<file path="src/rtl/mips_pkg.sv">
// Shared definitions for the instruction fetch stage: NOP encoding, reset/size defaults,
// fetch FSM state encoding and the IF/ID update selector.
package mips_pkg;

    localparam logic [31:0] NOP_INSTR          = 32'h0000_0000;
    localparam logic [31:0] RESET_PC_DEFAULT   = 32'h0000_0000;
    localparam int          IMEM_WORDS_DEFAULT = 2048;

    typedef enum logic {
        ST_BOOT = 1'b0,
        ST_RUN  = 1'b1
    } fetch_state_t;

    typedef enum logic [1:0] {
        IFID_LOAD   = 2'd0,
        IFID_HOLD   = 2'd1,
        IFID_BUBBLE = 2'd2
    } ifid_op_t;

endpackage

</file>
<file path="src/rtl/pc_reg.sv">
// Program counter register with its next-state mux: load (word aligned) > hold > +4.
// Priority between load and hold is resolved by the caller.
module pc_reg
    import mips_pkg::*;
#(
    parameter logic [31:0] RESET_PC = RESET_PC_DEFAULT
) (
    input  logic        clk,
    input  logic        rst,
    input  logic        hold,
    input  logic        load_en,
    input  logic [31:0] load_pc,
    output logic [31:0] pc
);

    logic [31:0] pc_value_reg;
    logic [31:0] pc_value_next;

    always_comb begin
        pc_value_next = pc_value_reg;
        if (load_en) begin
            pc_value_next = {load_pc[31:2], 2'b00};
        end else if (!hold) begin
            // Plain 32-bit add: 0xFFFF_FFFC wraps to 0.
            pc_value_next = pc_value_reg + 32'd4;
        end
    end

    always_ff @(posedge clk) begin
        if (rst) begin
            pc_value_reg <= RESET_PC;
        end else begin
            pc_value_reg <= pc_value_next;
        end
    end

    assign pc = pc_value_reg;

endmodule

</file>
<file path="src/rtl/if_stage.sv">
// Instruction fetch stage: PC (via pc_reg), BOOT/RUN FSM and the IF/ID pipeline register.
// Optional out-of-range fetch trap enabled by defining IF_RANGE_CHECK_EN.
module if_stage
    import mips_pkg::*;
#(
    parameter logic [31:0] RESET_PC   = RESET_PC_DEFAULT,
    parameter int          IMEM_WORDS = IMEM_WORDS_DEFAULT
) (
    input  logic        clk,
    input  logic        rst,
    input  logic        stall,
    input  logic        flush,
    input  logic        redirect_valid,
    input  logic [31:0] redirect_pc,
    output logic [31:0] imem_addr,
    output logic        imem_rd_en,
    input  logic [31:0] imem_rdata,
    output logic        if_id_valid,
    output logic [31:0] if_id_instr,
    output logic [31:0] if_id_pc,
    output logic [31:0] if_id_pc4
`ifdef IF_RANGE_CHECK_EN
    ,
    output logic        fetch_err
`endif
);

    fetch_state_t state_reg;
    fetch_state_t state_next;
    ifid_op_t     ifid_op;
    logic         pc_hold;
    logic         pc_load;
    logic         freeze;
    logic [31:0]  pc;

    logic         if_id_valid_reg;
    logic [31:0]  if_id_instr_reg;
    logic [31:0]  if_id_pc_reg;
    logic [31:0]  if_id_pc4_reg;

`ifdef IF_RANGE_CHECK_EN
    logic fetch_err_reg;
    logic range_hit;

    assign range_hit = (state_reg == ST_RUN) && ({2'b00, pc[31:2]} >= 32'(IMEM_WORDS));
    // Once tripped the stage stays frozen until reset, redirects included.
    assign freeze    = fetch_err_reg | range_hit;
    assign fetch_err = fetch_err_reg;

    always_ff @(posedge clk) begin
        if (rst) begin
            fetch_err_reg <= 1'b0;
        end else if (range_hit) begin
            fetch_err_reg <= 1'b1;
        end
    end
`else
    logic unused_imem_words;

    assign freeze            = 1'b0;
    assign unused_imem_words = ^32'(IMEM_WORDS);
`endif

    pc_reg #(
        .RESET_PC (RESET_PC)
    ) u_pc_reg (
        .clk     (clk),
        .rst     (rst),
        .hold    (pc_hold),
        .load_en (pc_load),
        .load_pc (redirect_pc),
        .pc      (pc)
    );

    always_ff @(posedge clk) begin
        if (rst) begin
            state_reg <= ST_BOOT;
        end else begin
            state_reg <= state_next;
        end
    end

    // Edge priority: freeze > redirect > boot > flush > stall > normal fetch.
    always_comb begin
        state_next = ST_RUN;
        ifid_op    = IFID_LOAD;
        pc_hold    = 1'b0;
        pc_load    = 1'b0;
        if (freeze) begin
            ifid_op = IFID_HOLD;
            pc_hold = 1'b1;
        end else if (redirect_valid) begin
            ifid_op = IFID_BUBBLE;
            pc_load = 1'b1;
        end else if (state_reg == ST_BOOT) begin
            ifid_op = IFID_BUBBLE;
            pc_hold = 1'b1;
        end else if (flush) begin
            ifid_op = IFID_BUBBLE;
            pc_hold = stall;
        end else if (stall) begin
            ifid_op = IFID_HOLD;
            pc_hold = 1'b1;
        end
    end

    always_ff @(posedge clk) begin
        if (rst || ifid_op == IFID_BUBBLE) begin
            if_id_valid_reg <= 1'b0;
            if_id_instr_reg <= NOP_INSTR;
            if_id_pc_reg    <= 32'h0;
            if_id_pc4_reg   <= 32'h0;
        end else if (ifid_op == IFID_LOAD) begin
            if_id_valid_reg <= 1'b1;
            if_id_instr_reg <= imem_rdata;
            if_id_pc_reg    <= pc;
            if_id_pc4_reg   <= pc + 32'd4;
        end
    end

    assign imem_addr   = pc;
    assign imem_rd_en  = ~rst;
    assign if_id_valid = if_id_valid_reg;
    assign if_id_instr = if_id_instr_reg;
    assign if_id_pc    = if_id_pc_reg;
    assign if_id_pc4   = if_id_pc4_reg;

endmodule

</file>
<file path="config.mk">
export PLATFORM = sky130hd
export DESIGN_NAME = if_stage
export DESIGN_NICKNAME = d
export VERILOG_FILES = /design/src/rtl/mips_pkg.sv /design/src/rtl/pc_reg.sv /design/src/rtl/if_stage.sv
export SDC_FILE = /design/constraint.sdc
export NUM_CORES = 1
export LEC_CHECK = 0
export BUFFER_PORTS_ARGS = -buffer_cell sky130_fd_sc_hd__buf_2
export CORE_MARGIN = 5
export CORE_UTILIZATION = 55
export CTS_BUF_LIST = sky130_fd_sc_hd__clkbuf_4
export CTS_CLUSTER_SIZE = 40
export DETAILED_ROUTE_END_ITERATION = 8
export HOLD_SLACK_MARGIN = 0.08
export PLACE_DENSITY = 0.9
export SLEW_MARGIN = 20
export SYNTH_ARGS = -nofsm -noshare
export SYNTH_HDL_FRONTEND = slang
export SYNTH_SLANG_ARGS = --single-unit
</file>
<file path="constraint.sdc">
create_clock -name clk -period 5.05 [get_ports clk]
set_clock_uncertainty 0.1 [all_clocks]
set_input_delay 1.01 -clock clk [delete_from_list [all_inputs] [get_ports clk]]
set_output_delay 1.01 -clock clk [all_outputs]
set_load 0.02 [all_outputs]
</file>
==> results of run 1 <==
[cells by family (layout without fill, tap and decap cells)]
kind of cell,after synthesis,count (layout)
compound gates,148,148
xor+xnor,51,51
fa+ha+maj,1,1
buf+inv,71,232
flops,124,124
mux,3,3
other cells,1,6
simple gates,265,265
[report_power, final]
part           internal [mW]  leakage [nW]  total, mW  switching, mW
sequential             0.996          1.01       1.03         0.0378
combinational         0.0623          1.47      0.163          0.100
clock                  0.300         0.149      0.683          0.383
[cell type report]
class                      instances  area [µm²]  share of cell area, %
clock buffer                      18         135                   2.09
clock inverter                    14         146                   2.26
inverter                           4        15.0                  0.232
multi-input combinational        474        2540                   39.2
sequential                       124        2480                   38.3
tap                              129         161                   2.49
timing repair buffer             196         996                   15.4
[worst max path at each step]
stage | from | to | slack [ns] | cells after the start
2_1_floorplan | stall | u_pc_reg.pc[17] | 2.56 | 6
3_3_place_gp | rst | if_id_pc4[10] | 2.05 | 4
4_1_cts | rst | imem_rd_en | 2.03 | 3
5_1_grt | rst | imem_rd_en | 1.93 | 3
6_report | rst | imem_rd_en | 1.99 | 3
3_5_place_dp | rst | if_id_pc4[16] | 1.96 | 4
[cells in the mapped netlist (all sizes together)]
cell / n
nand2b: 2
a211oi: 22
o21ai: 24
conb: 1
ha: 1
dfxtp: 124
nor3: 19
nor2b: 1
xnor2: 31
mux2i: 3
clkbuf: 50
and2: 1
or3: 5
nand4: 16
xor2: 20
nand2: 143
or2: 1
and3: 6
or4: 3
buf: 17
a21oi: 94
inv: 4
o22ai: 2
a311oi: 4
nor2: 42
o31ai: 2
and4: 6
nand3: 16
nor4: 4
[metal layers]
metal  routed length [µm]  share of wire, %  GRT usage [%]
met2                 7530                48           44.9
met4                  442               2.8           11.5
met3                 1460               9.2           6.15
met1                 6410                40           34.0
met5                    0                 0              0
[worst reg2reg max path, stage by stage, from the launching register on]
cell and delay, ns:
dfxtp_1 0.58, and4_1 0.33, nand4_1 0.47, or4_1 0.68
xor2_1 0.17, a21oi_1 0.15
[stage by stage]
| stage | power [mW] | instance area [µm²] | instances | util (%) |
|---|---|---|---|---|
| after floorplan | 1.15 | 5300 | 669 | - |
| after global placement | 1.21 | 6180 | 927 | 66.6 |
| after detailed placement | 1.21 | 6180 | 927 | 66.6 |
| after CTS | 1.89 | 6460 | 959 | 69.6 |
| after global routing | 1.96 | 6470 | 959 | 69.7 |
| final | 1.88 | 6470 | 959 | 69.7 |
==> out/results.txt, run 1 <==
mux contribution to synthesized area = 0.568%
CP Capture Type = primary output
Synth Area in Compound Gates = 15.5%
beginning of the worst register-to-register path = u_pc_reg.pc[7]
area share of and/or/nand/nor cells after synthesis = 22.4%
Critical Path Most Common Cell = buf_2
Hold Path Class = reg2reg
Port Buffer Count = 190
Avg WL per Cell = 16.5 µm
Post-Synth Adder-Cell Area = 0.237%
cell taking the most area after synthesis = dfxtp_1
global-route wire length before repair = 25,200 µm
fmax = 0.327 GHz
relative slew slack = 48.0%
largest fanout on the critical path = 33
NumNets Final = 887
Die X = 108 µm
RR Endpoint = if_id_pc4[24]
hold path endpoint = if_id_instr[9]
Rows = 35
Root Buffer Master = clkbuf_4
RD Place Congestion = 0.875
Critical Path Slowest Stage Cell = buf_2
worst hold slack = 0.357 ns
crit-path cells = buf_2, inv_1, buf_2
Largest register FFs = 32
fraction of layout cells with a size suffix above 1 = 28.3%
Worst Path Arrival = 1.95 ns
Pre-antenna DRT Iters = 6
most frequent cells in the layout = buf_2, nand2_1, dfxtp_1, a21oi_1, nor2_1
total congestion overflow = 0
number of I/O pins = 199
syn avg cell area = 7.96 µm²
detailed-route via count = 5,215
initial antenna violation count = 0
largest net degree at the start of global routing = 83
minimum clock period = 3.06 ns
clk_lat worst skew = 0.50 ns
initial core utilization = 56.9%
GRT Util Overall = 27.1%
slowest cell delay on critical path = 0.55 ns
synthesis-stage register bit count = 124
reg2reg setup slack = 2.52 ns
Tcrit/Tclk final = 60.6%
HP Start = if_id_instr[9]
largest family of logic cells by synthesized area = simple AND/OR/NAND/NOR gates
post_cts resized = 0
top post-synthesis cells by area = dfxtp_1, nand2_1, a21oi_1
Crit path max-delay family = buffers and inverters
Inserted Clock Buffers = 17
Clock Path Buffers = 2
Routed Antenna Nets = 0
Post-Syn Area = 0.00528 mm²
max_cap viols = 0
startpoint type of the worst setup path = primary input
Die Y-Extent = 108 µm
Setup WS pre-CTS = 1.96 ns
fill count = 758
Remaining DRCs = 0
Final Worst Setup Slack = 1.99 ns
status = finished, final reports clean
hold buffer count at CTS = 0
R2R depth = 5
Core Area = 0.00928 mm²
Yosys warning count = 0
initial drt markers = 556
total wire length = 15,800 µm
Die ar. = 0.0117 mm²
part of the Yosys area used for sequential elements = 47.0%
Leak Pwr = 2.62 nW
n_diodes = 0
Crit path required time = 3.94 ns
Layout area overhead = 22.5%
RSZ-0062 raised after global routing = false
DP HPWL = 11,200 µm
post-CTS setup buffers = 0
CTS tree = built
Vias/cell = 5.44
htree depth = 4
Crit Path Class = in2out
Post-Synth XOR/XNOR Area = 8.46%
Reg clk slew, reported paths = 0.10 ns
maximum vdd drop = 0.150 mV
worst slew pin tran = 0.777 ns
number of global-route vias before repair = 5,047
WHS Path Cells = 2
Power Density = 290 mW/mm²
final hold vios = 0
WP buf/inv = 3
Netlist cell types = 33
Final setup violation count = 0
Setup TNS = 0 ns
# clock sinks = 124
Mapped Cells = 664
post-synth top area share = 47.0%
commonest non-fill, non-tap cell in the layout = buf_2
Slew Limit Fails = 0
No activity file was read; power rests on OpenSTA's default activity.
==> run 2, diff against run 1 <==
--- a/config.mk
+++ b/config.mk
@@ -7,12 +7,12 @@
 export LEC_CHECK = 0
 export BUFFER_PORTS_ARGS = -buffer_cell sky130_fd_sc_hd__buf_2
 export CORE_MARGIN = 5
-export CORE_UTILIZATION = 55
+export CORE_UTILIZATION = 51
 export CTS_BUF_LIST = sky130_fd_sc_hd__clkbuf_4
 export CTS_CLUSTER_SIZE = 40
 export DETAILED_ROUTE_END_ITERATION = 8
 export HOLD_SLACK_MARGIN = 0.08
-export PLACE_DENSITY = 0.9
+export PLACE_DENSITY = 0.85
 export SLEW_MARGIN = 20
 export SYNTH_ARGS = -nofsm -noshare
 export SYNTH_HDL_FRONTEND = slang
==> constraint.sdc (replaced) <==
create_clock -name clk -period 3.04 [get_ports clk]
set_clock_uncertainty 0.1 [all_clocks]
set_input_delay 0.608 -clock clk [delete_from_list [all_inputs] [get_ports clk]]
set_output_delay 0.608 -clock clk [all_outputs]
set_load 0.02 [all_outputs]
==> out/results.txt, run 2 (synthesis results as in run 1) <==
CP Capture Type = flop
initial antenna violation count = 2
initial drt markers = 480
Largest register FFs = 32
Placed Cells incl. Taps = 945
WHS Path Cells = 3
DP HPWL = 11,200 µm
minimum clock period = 2.38 ns
dpl cell area = 0.00630 mm²
total congestion overflow = 0
max_cap viols = 0
Hold Path Class = in2reg
Inserted Clock Buffers = 17
CTS tree = built
post-CTS setup buffers = 0
hold buffer count at CTS = 0
startpoint type of the worst setup path = flop
Tcrit/Tclk final = 78.4%
R2R depth = 5
maximum vdd drop = 0.287 mV
final hold vios = 0
number of I/O pins = 199
Crit path required time = 3.35 ns
htree depth = 4
Die Y-Extent = 112 µm
Die X = 112 µm
fraction of layout cells with a size suffix above 1 = 29.2%
post_cts resized = 0
global-route wire length before repair = 25,300 µm
Setup WS pre-CTS = 0.592 ns
Leak Pwr = 2.69 nW
largest fanout on the critical path = 8
Rows = 37
reg2reg setup slack = 0.66 ns
Tot Pwr = 3.19 mW
worst slew pin tran = 0.742 ns
commonest non-fill, non-tap cell in the layout = buf_2
detailed-route via count = 5,244
Non-Filler Instances = 978
Worst Path Arrival = 2.70 ns
Crit Path Class = reg2reg
Layout area overhead = 24.9%
NumNets Final = 898
design area = 0.00660 mm²
Final setup violation count = 0
initial core utilization = 51.6%
Root Buffer Master = clkbuf_4
most frequent cells in the layout = buf_2, nand2_1, dfxtp_1, a21oi_1, nor2_1
hold path endpoint = if_id_instr[21]
GRT Util Overall = 24.8%
Core Area = 0.0102 mm²
relative slew slack = 50.5%
Vias/cell = 5.36
# clock sinks = 124
fmax = 0.420 GHz
beginning of the worst register-to-register path = u_pc_reg.pc[9]
Setup TNS = 0 ns
Port Buffer Count = 190
HP Start = imem_rdata[21]
RSZ-0062 raised after global routing = false
RR Endpoint = u_pc_reg.pc[31]
Routed Antenna Nets = 0
status = finished, final reports clean
Slew Limit Fails = 0
Die ar. = 0.0125 mm²
number of global-route vias before repair = 5,016
Avg WL per Cell = 16.0 µm
Clock Path Buffers = 2
Pre-antenna DRT Iters = 5
Final Worst Setup Slack = 0.658 ns
Remaining DRCs = 0
largest net degree at the start of global routing = 85
total wire length = 15,600 µm
RD Place Congestion = 0.867
clk_lat worst skew = 0.51 ns
Power Density = 483 mW/mm²
Reg clk slew, reported paths = 0.12 ns
==> run 2: through the flow <==
stage          hold slack, ns  utilization (%)
2_1_floorplan           0.422                -
3_3_place_gp            0.335             61.6
3_5_place_dp            0.343             61.6
4_1_cts                 0.187             64.5
5_1_grt                 0.162             64.5
6_report                0.214             64.5
==> run 2: layout make-up <==
type                            count  area (µm²)
Antenna cell                        2        5.00
Clock buffer                       17         128
Inverter                            4        15.0
Timing Repair Buffer              207        1100
Sequential cell                   124        2480
Multi-Input combinational cell    474        2530
Tap cell                          136         170
Clock inverter                     14         169
Fill cell                         927        3630
==> run 2: how the worst max path moves through the flow <==
stage,depth (start not counted),endpoint,start
after global routing,5,u_pc_reg.pc[31],u_pc_reg.pc[9]
final,5,u_pc_reg.pc[31],u_pc_reg.pc[9]
after CTS,5,u_pc_reg.pc[31],u_pc_reg.pc[9]
after global placement,5,if_id_pc4[4],redirect_valid
after detailed placement,5,if_id_pc4[6],redirect_valid
after floorplan,7,u_pc_reg.pc[31],u_pc_reg.pc[10]
==> run 2: critical path, cell delays in order, from the launching register on <==
cell,delay [ns]
dfxtp_1,0.54
and4_1,0.32
and4_1,0.44
nand3_4,0.15
or4_1,0.49
a311oi_1,0.26
==> run 2: metal layers <==
| metal | share of wire, % | vias to the layer above | global-route usage [%] |
|---|---|---|---|
| met5 | 0 | - | 0 |
| met4 | 3.0 | 0 | 11.6 |
| met3 | 7.7 | 35 | 6.30 |
| met2 | 47 | 229 | 39.0 |
| met1 | 42 | 2407 | 31.8 |
| li1 | - | 2573 | - |
==> run 2: power by group <==
group / switching, mW / internal (mW) / leakage (nW)
Combinational: 0.172 / 0.112 / 1.53
Clock: 0.626 / 0.568 / 0.158
Sequential: 0.0569 / 1.65 / 1.01
Total: 0.856 / 2.33 / 2.69
==> run 3, diff against run 2 <==
==> constraint.sdc (replaced) <==
create_clock -name clk -period 2.5 [get_ports clk]
set_clock_uncertainty 0.1 [all_clocks]
set_input_delay 0.5 -clock clk [delete_from_list [all_inputs] [get_ports clk]]
set_output_delay 0.5 -clock clk [all_outputs]
set_load 0.02 [all_outputs]
==> out/results.txt, run 3 (synthesis results as in run 1) <==
status = finished, final reports clean
NumNets Final = 917
htree depth = 4
detailed-route via count = 5,387
RD Place Congestion = 0.919
max_cap viols = 0
Rows = 37
Vias/cell = 5.40
maximum vdd drop = 0.286 mV
global-route wire length before repair = 24,800 µm
final hold vios = 0
Routed Antenna Nets = 0
clk_lat worst skew = 0.51 ns
number of global-route vias before repair = 4,907
Final setup violation count = 0
dpl cell area = 0.00637 mm²
Die X = 112 µm
RSZ-0062 raised after global routing = false
Leak Pwr = 2.76 nW
initial antenna violation count = 1
Avg WL per Cell = 15.9 µm
R2R depth = 5
initial drt markers = 552
Die ar. = 0.0125 mm²
CP Capture Type = flop
total congestion overflow = 0
Clock Path Buffers = 2
largest fanout on the critical path = 7
largest net degree at the start of global routing = 86
fin util = 65.9%
Port Buffer Count = 190
Die Y-Extent = 112 µm
Setup TNS = 0 ns
Worst Path Arrival = 2.53 ns
Power Density = 560 mW/mm²
Crit path required time = 2.82 ns
# clock sinks = 124
CTS tree = built
commonest non-fill, non-tap cell in the layout = buf_2
WHS Path Cells = 3
fmax = 0.452 GHz
most frequent cells in the layout = buf_2, nand2_1, dfxtp_1, a21oi_1, nor2_1
minimum clock period = 2.21 ns
post_cts resized = 0
Inserted Clock Buffers = 17
initial core utilization = 51.6%
Layout area overhead = 27.5%
design area = 0.00674 mm²
number of I/O pins = 199
Core Area = 0.0102 mm²
reg2reg setup slack = 0.29 ns
fraction of layout cells with a size suffix above 1 = 29.5%
GRT Util Overall = 24.3%
Pre-antenna DRT Iters = 6
startpoint type of the worst setup path = flop
HP Start = imem_rdata[13]
Crit Path Class = reg2reg
beginning of the worst register-to-register path = u_pc_reg.pc[18]
DP HPWL = 11,300 µm
Hold Path Class = in2reg
Root Buffer Master = clkbuf_4
Largest register FFs = 32
Remaining DRCs = 0
Slew Limit Fails = 0
Tot Pwr = 3.77 mW
RR Endpoint = u_pc_reg.pc[31]
total wire length = 15,900 µm
Reg clk slew, reported paths = 0.13 ns
hold path endpoint = if_id_instr[13]
Tcrit/Tclk final = 88.4%
fill count = 900
## run 3: cell count changes in the layout (fill, tap and decap cells not counted)
cell / previous run / this run
buf_4: 15 / 24
bufinv_16: 3 / 1
clkinv_1: 0 / 1
clkinv_2: 4 / 2
clkinvlp_4: 2 / 3
diode_2: 2 / 1
dlygate4sd3_1: 0 / 10
inv_6: 2 / 3
inv_8: 0 / 2
## run 3: timing repair
item	in CTS	in global routing
setup endpoints to repair	0	0
hold endpoints to repair	5	5
setup buffers	0	0
hold buffers	5	5
## run 3: final cells by class
| type | instances | area (µm²) | area share, % |
|---|---|---|---|
| diodes | 1 | 2.50 | 0.0371 |
| clock buffers | 17 | 128 | 1.89 |
| clock inverters | 15 | 141 | 2.10 |
| inverters | 4 | 15.0 | 0.223 |
| multi-input cells | 474 | 2530 | 37.5 |
| flip-flops and latches | 124 | 2480 | 36.8 |
| well taps | 136 | 170 | 2.53 |
| repair buffers | 226 | 1270 | 18.9 |
## run 3: worst max path at each step
| stage | start | end | cells past startpoint |
|---|---|---|---|
| after floorplan | u_pc_reg.pc[10] | u_pc_reg.pc[31] | 7 |
| after global placement | u_pc_reg.pc[17] | u_pc_reg.pc[31] | 5 |
| after detailed placement | u_pc_reg.pc[17] | u_pc_reg.pc[31] | 5 |
| after CTS | u_pc_reg.pc[17] | u_pc_reg.pc[31] | 5 |
| after global routing | u_pc_reg.pc[18] | u_pc_reg.pc[27] | 5 |
| final | u_pc_reg.pc[18] | u_pc_reg.pc[31] | 5 |
## run 3: where the power goes
| group | switching [mW] | internal (mW) | total (mW) | leakage (nW) |
|---|---|---|---|---|
| clock network | 0.809 | 0.511 | 1.32 | 0.140 |
| registers | 0.0522 | 2.01 | 2.06 | 1.01 |
| logic | 0.232 | 0.156 | 0.388 | 1.62 |
| total | 1.09 | 2.68 | 3.77 | 2.76 |
## run 3: worst max-delay path, stage by stage (launching register included)
cell and delay, ns:
dfxtp_1 0.51, nand4_1 0.22, nor2_1 0.41, nand3_4 0.15
or4_1 0.48, a311oi_1 0.25
## run 3: stage by stage
stage                     instances  setup slack, ns  hold WS, ns
after floorplan                 669            0.336        0.422
after global placement          954            0.375        0.335
after detailed placement        954            0.354        0.334
after CTS                       991            0.328       0.0800
after global routing            997            0.173       0.0835
final                           997            0.290        0.102
## run 3: routing by layer
layer / routed length, µm / vias up / track usage, %
met3: 1250 / 42 / 5.71
met5: 0 / - / 0
met1: 6600 / 2474 / 31.3
li1: - / 2613 / -
met2: 7510 / 258 / 38.8
met4: 532 / 0 / 10.5
